<file path="src/rtl/ldpc_bitflip_decode_if.sv">
// Bus bundle for the bit-flipping LDPC decoder: start strobe, received word,
// parity-check matrix, and the decoded result with its status flags.
interface ldpc_bitflip_decode_if #(
    parameter int N        = 11,
    parameter int K        = 6,
    parameter int MAX_ITER = 8
) ();
    localparam int M  = N - K;
    localparam int IW = $clog2(MAX_ITER + 1);

    logic            i_en;
    logic [N-1:0]    codeword_in;
    logic [M*N-1:0]  parity_check;
    logic [K-1:0]    info_bits;
    logic            o_valid;
    logic            o_success;
    logic            o_busy;
    logic [IW-1:0]   iter_count;

    // Requester side: issues words and H, observes results.
    modport master (
        output i_en, codeword_in, parity_check,
        input  info_bits, o_valid, o_success, o_busy, iter_count
    );

    // Decoder side.
    modport slave (
        input  i_en, codeword_in, parity_check,
        output info_bits, o_valid, o_success, o_busy, iter_count
    );
endinterface

</file>
<file path="src/rtl/ldpc_bitflip_decode.sv">
// Hard-decision Gallager bit-flipping decoder. Latches one received word and
// H, then alternates syndrome check and flip passes until the syndrome is
// zero or the iteration budget is spent. Reports the K systematic bits.
module ldpc_bitflip_decode #(
    parameter int N        = 11,
    parameter int K        = 6,
    parameter int MAX_ITER = 8
) (
    input  logic                 clk,
    input  logic                 rst_n,
    ldpc_bitflip_decode_if.slave bus
);
    localparam int M  = N - K;
    localparam int IW = $clog2(MAX_ITER + 1);
    localparam int UW = $clog2(M + 1);

    typedef enum logic [1:0] {
        S_IDLE,
        S_SYND,
        S_FLIP,
        S_DONE
    } state_t;

    state_t          state;
    state_t          state_nxt;
    logic [N-1:0]    c;
    logic [M*N-1:0]  h;
    logic [IW-1:0]   iter;
    logic [M-1:0]    s;
    logic [UW-1:0]   u [N];
    logic [UW-1:0]   umax;
    logic [N-1:0]    flip_mask;

    logic [K-1:0]    info_q;
    logic            valid_q;
    logic            success_q;
    logic            busy_q;
    logic [IW-1:0]   iter_count_q;

    // Syndrome of the working word against the latched H (row r is the
    // r-th N-bit slice counted from the top of the flattened vector).
    always_comb begin
        // NOTE: every combinational output gets a default before any branch
        // or loop writes it, so no path can leave it unassigned (no latch).
        s = '0;
        for (int r = 0; r < M; r++) begin
            s[r] = ^(c & h[(M-r)*N-1 -: N]);
        end
    end

    // Per-bit unsatisfied-check count: failing checks that touch bit j.
    always_comb begin
        for (int j = 0; j < N; j++) begin
            u[j] = '0;
            for (int r = 0; r < M; r++) begin
                u[j] = u[j] + UW'(s[r] & h[(M-r-1)*N + j]);
            end
        end
    end

    // Largest count and the mask of every bit that reaches it (ties flip together).
    always_comb begin
        umax      = '0;
        flip_mask = '0;
        for (int j = 0; j < N; j++) begin
            if (u[j] > umax) umax = u[j];
        end
        for (int j = 0; j < N; j++) begin
            flip_mask[j] = (u[j] == umax) && (umax != '0);
        end
    end

    // State register.
    always_ff @(posedge clk) begin
        // NOTE: sequential state uses non-blocking assignments so every
        // register samples pre-edge values regardless of statement order.
        if (!rst_n) state <= S_IDLE;
        else        state <= state_nxt;
    end

    // Next-state logic.
    always_comb begin
        state_nxt = state;
        case (state)
            S_IDLE: if (bus.i_en) state_nxt = S_SYND;
            S_SYND: begin
                if (s == '0)                     state_nxt = S_DONE;
                else if (iter == IW'(MAX_ITER))  state_nxt = S_DONE;
                else                             state_nxt = S_FLIP;
            end
            S_FLIP: state_nxt = S_SYND;
            S_DONE: state_nxt = S_IDLE;
            default: state_nxt = S_IDLE;
        endcase
    end

    // Datapath and result registers.
    always_ff @(posedge clk) begin
        // NOTE: the working word and latched H are cleared on reset as well,
        // so an aborted decode leaves nothing behind that could leak out.
        if (!rst_n) begin
            c            <= '0;
            h            <= '0;
            iter         <= '0;
            info_q       <= '0;
            valid_q      <= 1'b0;
            success_q    <= 1'b0;
            busy_q       <= 1'b0;
            iter_count_q <= '0;
        end else begin
            valid_q <= 1'b0;
            case (state)
                S_IDLE: begin
                    busy_q <= bus.i_en;
                    if (bus.i_en) begin
                        c    <= bus.codeword_in;
                        h    <= bus.parity_check;
                        iter <= '0;
                    end
                end
                S_SYND: busy_q <= 1'b1;
                S_FLIP: begin
                    busy_q <= 1'b1;
                    c      <= c ^ flip_mask;
                    iter   <= iter + IW'(1);
                end
                S_DONE: begin
                    // c is untouched since SYND, so s still reflects the final word.
                    busy_q       <= 1'b1;
                    info_q       <= c[N-1 -: K];
                    success_q    <= (s == '0);
                    iter_count_q <= iter;
                    valid_q      <= 1'b1;
                end
                default: busy_q <= 1'b0;
            endcase
        end
    end

    assign bus.info_bits  = info_q;
    assign bus.o_valid    = valid_q;
    assign bus.o_success  = success_q;
    assign bus.o_busy     = busy_q;
    assign bus.iter_count = iter_count_q;

endmodule

</file>
<file path="src/flat_wrapper.sv">
// flat-port wrapper written by rule: the top's interface ports become plain ports
module ldpc_bitflip_decode_flat 
#(
    parameter int N        = 11,
    parameter int K        = 6,
    parameter int MAX_ITER = 8
)
  (clk, rst_n, bus_i_en, bus_codeword_in, bus_parity_check, bus_info_bits, bus_o_valid, bus_o_success, bus_o_busy, bus_iter_count);
  ldpc_bitflip_decode_if #(.N(N), .K(K), .MAX_ITER(MAX_ITER)) bus_i ();
  input  logic clk;
  input  logic rst_n;
  input wire logic [$bits(bus_i.i_en)-1:0] bus_i_en;
  input wire logic [$bits(bus_i.codeword_in)-1:0] bus_codeword_in;
  input wire logic [$bits(bus_i.parity_check)-1:0] bus_parity_check;
  output wire logic [$bits(bus_i.info_bits)-1:0] bus_info_bits;
  output wire logic [$bits(bus_i.o_valid)-1:0] bus_o_valid;
  output wire logic [$bits(bus_i.o_success)-1:0] bus_o_success;
  output wire logic [$bits(bus_i.o_busy)-1:0] bus_o_busy;
  output wire logic [$bits(bus_i.iter_count)-1:0] bus_iter_count;
  assign bus_i.i_en = bus_i_en;
  assign bus_i.codeword_in = bus_codeword_in;
  assign bus_i.parity_check = bus_parity_check;
  assign bus_info_bits = bus_i.info_bits;
  assign bus_o_valid = bus_i.o_valid;
  assign bus_o_success = bus_i.o_success;
  assign bus_o_busy = bus_i.o_busy;
  assign bus_iter_count = bus_i.iter_count;
  ldpc_bitflip_decode #(.N(N), .K(K), .MAX_ITER(MAX_ITER)) u_core (.clk(clk), .rst_n(rst_n), .bus(bus_i));
endmodule
</file>
<file path="config.mk">
export PLATFORM = sky130hd
export DESIGN_NAME = ldpc_bitflip_decode_flat
export DESIGN_NICKNAME = d
export VERILOG_FILES = /design/src/rtl/ldpc_bitflip_decode_if.sv /design/src/rtl/ldpc_bitflip_decode.sv /design/src/flat_wrapper.sv
export SDC_FILE = /design/constraint.sdc
export NUM_CORES = 1
export LEC_CHECK = 0
export BUFFER_PORTS_ARGS = -buffer_cell sky130_fd_sc_hd__buf_2
export CORE_ASPECT_RATIO = 0.8
export CORE_MARGIN = 2
export CORE_UTILIZATION = 40
export CTS_BUF_LIST = sky130_fd_sc_hd__clkbuf_8 sky130_fd_sc_hd__clkbuf_16
export CTS_CLUSTER_SIZE = 14
export DETAILED_ROUTE_END_ITERATION = 6
export HOLD_SLACK_MARGIN = 0.06
export PLACE_DENSITY_LB_ADDON = 0.3
export SYNTH_ARGS = -nofsm -noshare
export SYNTH_HDL_FRONTEND = slang
export SYNTH_SLANG_ARGS = --single-unit
</file>
<file path="constraint.sdc">
create_clock -name clk -period 32.3 [get_ports clk]
set_input_delay 3.23 -clock clk [delete_from_list [all_inputs] [get_ports clk]]
set_output_delay 3.23 -clock clk [all_outputs]
set_load 0.01 [all_outputs]
</file>
After elaboration in Yosys (flattened, before gate mapping)
Cells that the tools add are included.
{"block": "totals", "reg_bits": 85, "inputBits": 69, "output_inout_bits": 13, "word_cells": 186}
{"block": "op_classes", "addsub": 45, "order_cmp": 11, "eq_ne": 16, "mux": 21, "n_bitwise": 61, "n_reduce_logical": 23}
{"cell": "adder 3 bit", "count": 44}
{"cell": "AND 1 bit", "count": 55}
{"cell": "AND 11 bit", "count": 5}
{"cell": "parity 11 bit", "count": 5}
{"cell": "== test 3 bit", "count": 11}
{"cell": "2-to-1 mux 3 bit", "count": 11}
{"cell": "greater-than comparator 3 bit", "count": 10}
{"cell": "one-hot mux 11 bit (2 select lines)", "count": 1}
{"cell": "logical AND 1 bit", "count": 11}
{"cell": "2-to-1 mux 11 bit", "count": 1}
{"cell": "XOR 11 bit", "count": 1}
{"cell": "one-hot mux 2 bit (4 select lines)", "count": 1}
{"cell": "one-hot mux 4 bit (2 select lines)", "count": 1}
{"cell": "zero test 5 bit", "count": 1}
{"cell": "adder 4 x 1 -> 4 bit (second input constant)", "count": 1}
{"cell": "== test 2 bit (second input constant)", "count": 2}
{"cell": "== test 4 bit (second input constant)", "count": 1}
{"cell": "2-to-1 mux 2 bit", "count": 2}
{"cell": "2-to-1 mux 4 bit", "count": 1}
{"cell": "AND reduction 2 bit", "count": 2}
{"cell": "greater-than comparator 3 x 1 -> 1 bit (second input constant)", "count": 1}
{"cell": "nonzero test 3 bit", "count": 1}
{"cell": "OR reduction 3 bit", "count": 1}
{"cell": "== test 2 x 1 -> 1 bit (second input constant)", "count": 1}
{"cell": "5 further kinds", "count": 6}

Longest topological paths before layout
{"block": "depth", "word_depth": 33, "depth_mapped": 78}

Least setup slack after synthesis
OpenSTA, ideal clock, no wires.
{"block": "synth_path", "kind": "reg-to-reg", "from": "register u_core.c[10]", "to": "register u_core.c[1]", "setup_ns": 0.118, "arrival_time_ns": 14.401, "required_ns": 32.182, "setup_slack_ns": 17.782, "path_stages_with_launch": 75, "period_less_slack_ns": 14.518, "path_cell_list": "dfxtp_1 > clkbuf_1 > nand2_1 > xnor2_1 > xnor2_1 > xnor2_1 > xnor2_1 > clkbuf_1 > nand2_1 > fa_1 > fa_1 > inv_1 > ha_1 > inv_1 > ha_1 > and3_1 > a2111o_1 > o211a_1 > [39 not listed] > ha_1 > o21ai_0 > nand2b_1 > nand2_1 > nand3_1 > o22ai_1 > ha_1 > nor2b_1 > o21ai_0 > nand2b_1 > and2_1 > clkbuf_1 > nand2_1 > inv_1 > or4_1 > a211o_1 > a2111o_1 > o2111a_1"}
{"block": "synth_via", "elab_chain_cells": 33, "elab_cells_between_ends": 136, "classes_between": "44 x add/sub; 11 x order compare; 1 x eq/ne; 12 x mux; 61 x bitwise; 7 x reduce/logical"}
{"element": "start: declaration", "line_no": "ldpc_bitflip_decode.sv:26", "rtl": "logic [N-1:0] c;"}
{"element": "start signal: assignment", "line_no": "ldpc_bitflip_decode.sv:116", "rtl": "c <= bus.codeword_in;"}
{"element": "start signal: assignment", "line_no": "ldpc_bitflip_decode.sv:124", "rtl": "c <= c ^ flip_mask;"}
{"element": "AND 11 bit", "line_no": "ldpc_bitflip_decode.sv:47", "rtl": "s[r] = ^(c & h[(M-r)*N-1 -: N]);"}
{"element": "parity 11 bit", "line_no": "ldpc_bitflip_decode.sv:47"}
{"element": "AND 1 bit", "line_no": "ldpc_bitflip_decode.sv:56", "rtl": "u[j] = u[j] + UW'(s[r] & h[(M-r-1)*N + j]);"}
{"element": "adder 3 bit (4 in a row)", "line_no": "ldpc_bitflip_decode.sv:56"}
{"element": "greater-than comparator 3 x 1 -> 1 bit", "line_no": "ldpc_bitflip_decode.sv:66", "rtl": "if (u[j] > umax) umax = u[j];"}
{"element": "2-to-1 mux 3 bit", "line_no": "ldpc_bitflip_decode.sv:66"}
{"element": "greater-than comparator 3 bit", "line_no": "ldpc_bitflip_decode.sv:66"}
{"element": "2-to-1 mux 3 bit", "line_no": "ldpc_bitflip_decode.sv:66"}
{"element": "[14 not listed]"}
{"element": "greater-than comparator 3 bit", "line_no": "ldpc_bitflip_decode.sv:66"}
{"element": "2-to-1 mux 3 bit", "line_no": "ldpc_bitflip_decode.sv:66"}
{"element": "greater-than comparator 3 bit", "line_no": "ldpc_bitflip_decode.sv:66"}
{"element": "2-to-1 mux 3 bit", "line_no": "ldpc_bitflip_decode.sv:66"}
{"element": "== test 3 bit or nonzero test 3 bit (tied branches)", "line_no": "ldpc_bitflip_decode.sv:69", "rtl": "flip_mask[j] = (u[j] == umax) && (umax != '0);"}
{"element": "logical AND 1 bit (*)", "line_no": "ldpc_bitflip_decode.sv:69"}
{"element": "XOR 11 bit (*)", "line_no": "ldpc_bitflip_decode.sv:124"}
{"element": "one-hot mux 11 bit (2 select lines) (*)", "line_no": "ldpc_bitflip_decode.sv:112", "rtl": "case (state)"}
Every way passes the cells marked *; elsewhere a longest branch is shown, timed or not.
A chain may end at the register's enable or synchronous reset.

Worst setup path after layout
{"block": "layout_path", "from": "register u_core.c[8]", "to": "register u_core.c[6]"}
Same word-level chain as after synthesis.

==> impl_metrics.toml <==
[setup_path]
worst_path_most_repeated_cell = "ha_1"
crit_arrival_ns = 17.60
crit_type = "flip-flop to flip-flop"
path_delay_family = "compound AO/OA/AOI/OAI gates"
start_kind = "flip-flop"
cp-end-kind = "flip-flop"
critical_path_cell_count = 70
path_buf_inv = 4
cpMaxStageDelayCell = "xnor2_1"
reg2reg_depth = 70
cp_data_required_time_ns = 32.56
timing.rr.end = "u_core.c[6]$_SDFFE_PN0P_"
r2r-start = "u_core.c[8]$_SDFFE_PN0P_"
setup.worst_path.start = "u_core.c[8]$_SDFFE_PN0P_"
reg2reg_slack_ns = 14.96
cp_slowest_stage_delay_ns = 0.71
critPathMaxFanout = 12

[floorplanning]
die_w_um = 150
coreArea_mm2 = 0.0166
die_y_um = 120
io_pins = 82
start_util_pct = 40.9
die_area_mm2 = 0.0180
rows = 42

[clocking]
clkLatencyLatePin_ns = 0.34
cts_tree = "built"
cts_resized = 0
cts_buffer_depth = 2
htree_levels = 3
cts_sinks = 85
path_clk_slew_ns = 0.07
cts_buffers = 9
cts_setup_buffers = 0
cts-root-buf = "clkbuf_16"
cts_hold_buf = 0

[min_path]
whs_path_depth = 2
hp-class = "flip-flop to flip-flop"
hold_end = "u_core.bus.iter_count[1]$_SDFFE_PN0P_"
hold_start = "u_core.bus.iter_count[1]$_SDFFE_PN0P_"

[yosys]
synth_nets = 1055
synth_edf_count = 0
syn_area_per_cell_um2 = 7.37
synthArstFlopShare_pct = 0
yosys_most_used_dff = "dfxtp_1"
synth_top_area_share_pct = 25.1
synth_cell_types = 66
synth_fa_ha_area_share_pct = 14.6
yosys.area_share.simple_pct = 27.0
synth_top_family_by_area = "simple AND/OR/NAND/NOR gates"
synth_area_mm2 = 0.00678
synth_compound_area_share_pct = 18.7
yosysMostFrequentCell = "nand2_1"
synth_xor_area_share_pct = 8.79
synth-seq-area-share_pct = 25.1
yosys-top-cells-count = "nand2_1 (273), a21oi_1 (93), dfxtp_1 (85)"
ys_ff_latch = 85
yosysWarnings = 0
yosys-mux-area-fraction_pct = 1.09
synth_area_leaders = "dfxtp_1 (25%), nand2_1 (15%), ha_1 (8.1%)"
synthCells = 920
synth_top_area_cell = "dfxtp_1"

[sta]
max_slew.worst_pin.slew_ns = 1.09
skew_ns = 0.0134
finalCritPeriodShare_pct = 53.7
final.setup.tns_ns = 0
timing.fmax_ghz = 0.0577
rsz0062_at_grt = "no"
period_minus_slack_ns = 17.34
setup_viol = 0
finalHoldViolCount = 0
slew_headroom_pct = 26.9
report.final.slew_viol_count = 0

[placement]
portBuffers = 81
gp_congestion = 0.973
place_hpwl_um = 16100

[layout]
fillers = 1690
num_antenna_cells = 0
drive_gt1_share_pct = 12.5
area_delta_synth_final_pct = 13.2
final_nets = 1109

[grt]
track_usage_pct = 23.1
grt_max_degree = 52
antenna_found_initial = 0
grt_pass1_vias = 5922
grt-ovfl-total = 0
grt_pass1_wl_um = 32300

[routing]
viasPerCell = 5.47
first_pass_iters = 5
via_count = 6553
drc = 0
ant_nets = 0
wl_per_cell_um = 17.1
wl_um = 20400
drt-initial-drc-count = 669

[outcome]
status = "completed"

[run]
max-cap-violations = 0
## logic make-up (layout without fill, tap and decap cells)
logic type,count (synthesis),count (layout)
muxes,7,7
adders and majority gates,66,66
buffers and inverters,83,141
AOI/OAI and AO/OA,197,197
xor gates and xnor gates,68,68
DFF,85,85
and+or+nand+nor,414,414
## cell usage in the layout (no fill, tap or decap), types with 4 or more instances in the layout
master / netlist / final
inv_1: 40 / 39
a21oi_2: 4 / 4
and3_1: 5 / 5
buf_2: 1 / 81
or4_1: 4 / 4
nor2b_1: 5 / 5
nand2_1: 273 / 272
a21o_1: 6 / 6
a31oi_1: 14 / 14
nand2b_1: 12 / 12
and2_1: 34 / 34
nand3_1: 22 / 22
xnor2_1: 52 / 52
o21a_1: 8 / 8
fa_1: 22 / 22
ha_1: 44 / 44
mux2i_1: 4 / 4
nor3_1: 4 / 4
a21oi_1: 93 / 93
a211o_1: 6 / 6
xor2_1: 16 / 16
nor2_1: 32 / 32
dfxtp_1: 85 / 85
and4_1: 5 / 5
buf_4: 1 / 5
o21ai_0: 23 / 23
clkbuf_16: 0 / 9
o31a_1: 7 / 7
## metrics by stage
step | cells | util, % | setup slack, ns | hold WS, ns | instance area, µm²
3_3_place_gp | 1183 | 44.3 | 15.55 | 0.440 | 7330
4_1_cts | 1198 | 46.3 | 15.23 | 0.454 | 7670
3_5_place_dp | 1183 | 44.3 | 15.28 | 0.446 | 7330
5_1_grt | 1198 | 46.3 | 13.69 | 0.471 | 7670
2_1_floorplan | 920 | - | 17.78 | 0.445 | 6780
6_report | 1198 | 46.3 | 14.96 | 0.452 | 7670
## tightest hold or removal path: stages, from the launching register on
cell	delay [ns]
dfxtp_1	0.31
nand2_1	0.05
a21oi_1	0.05
## how the worst max path moves through the flow
stage | to | slack [ns]
finish | u_core.c[6]$_SDFFE_PN0P_ | 14.96
global placement | u_core.c[2]$_SDFFE_PN0P_ | 15.55
global route | u_core.c[6]$_SDFFE_PN0P_ | 13.69
floorplan | u_core.c[1]$_SDFFE_PN0P_ | 17.78
CTS | u_core.c[6]$_SDFFE_PN0P_ | 15.23
detailed placement | u_core.c[1]$_SDFFE_PN0P_ | 15.28
## layer usage
metal | vias to the layer above | wire, µm | GRT usage (%)
met5 | - | 0 | 0
met1 | 3041 | 9900 | 35.3
met2 | 286 | 8400 | 33.1
met4 | 0 | 310 | 4.76
met3 | 25 | 1820 | 4.79
li1 | 3201 | - | -
## sequential cells by signal (all words and copies together) (netlist names)
signal and count:
u_core.state 2, u_core.h 55, u_core.iter 4, u_core.bus.info_bits 6
u_core.bus.o_busy 1, u_core.bus.o_valid 1, u_core.c 11, u_core.bus.iter_count 4
u_core.bus.o_success 1
## final cells by class
cell class	count	area, µm²	area share, %
timing repair buffer	86	443	5.77
clock buffer	9	225	2.94
clock inverter	6	113	1.47
sequential	85	1700	22.2
tap	220	275	3.59
multi-input combinational	752	4760	62.1
inverter	40	150	1.96
Power is not shown: default switching activity piles up to over one toggle a cycle in this logic, so the estimate is an artifact.
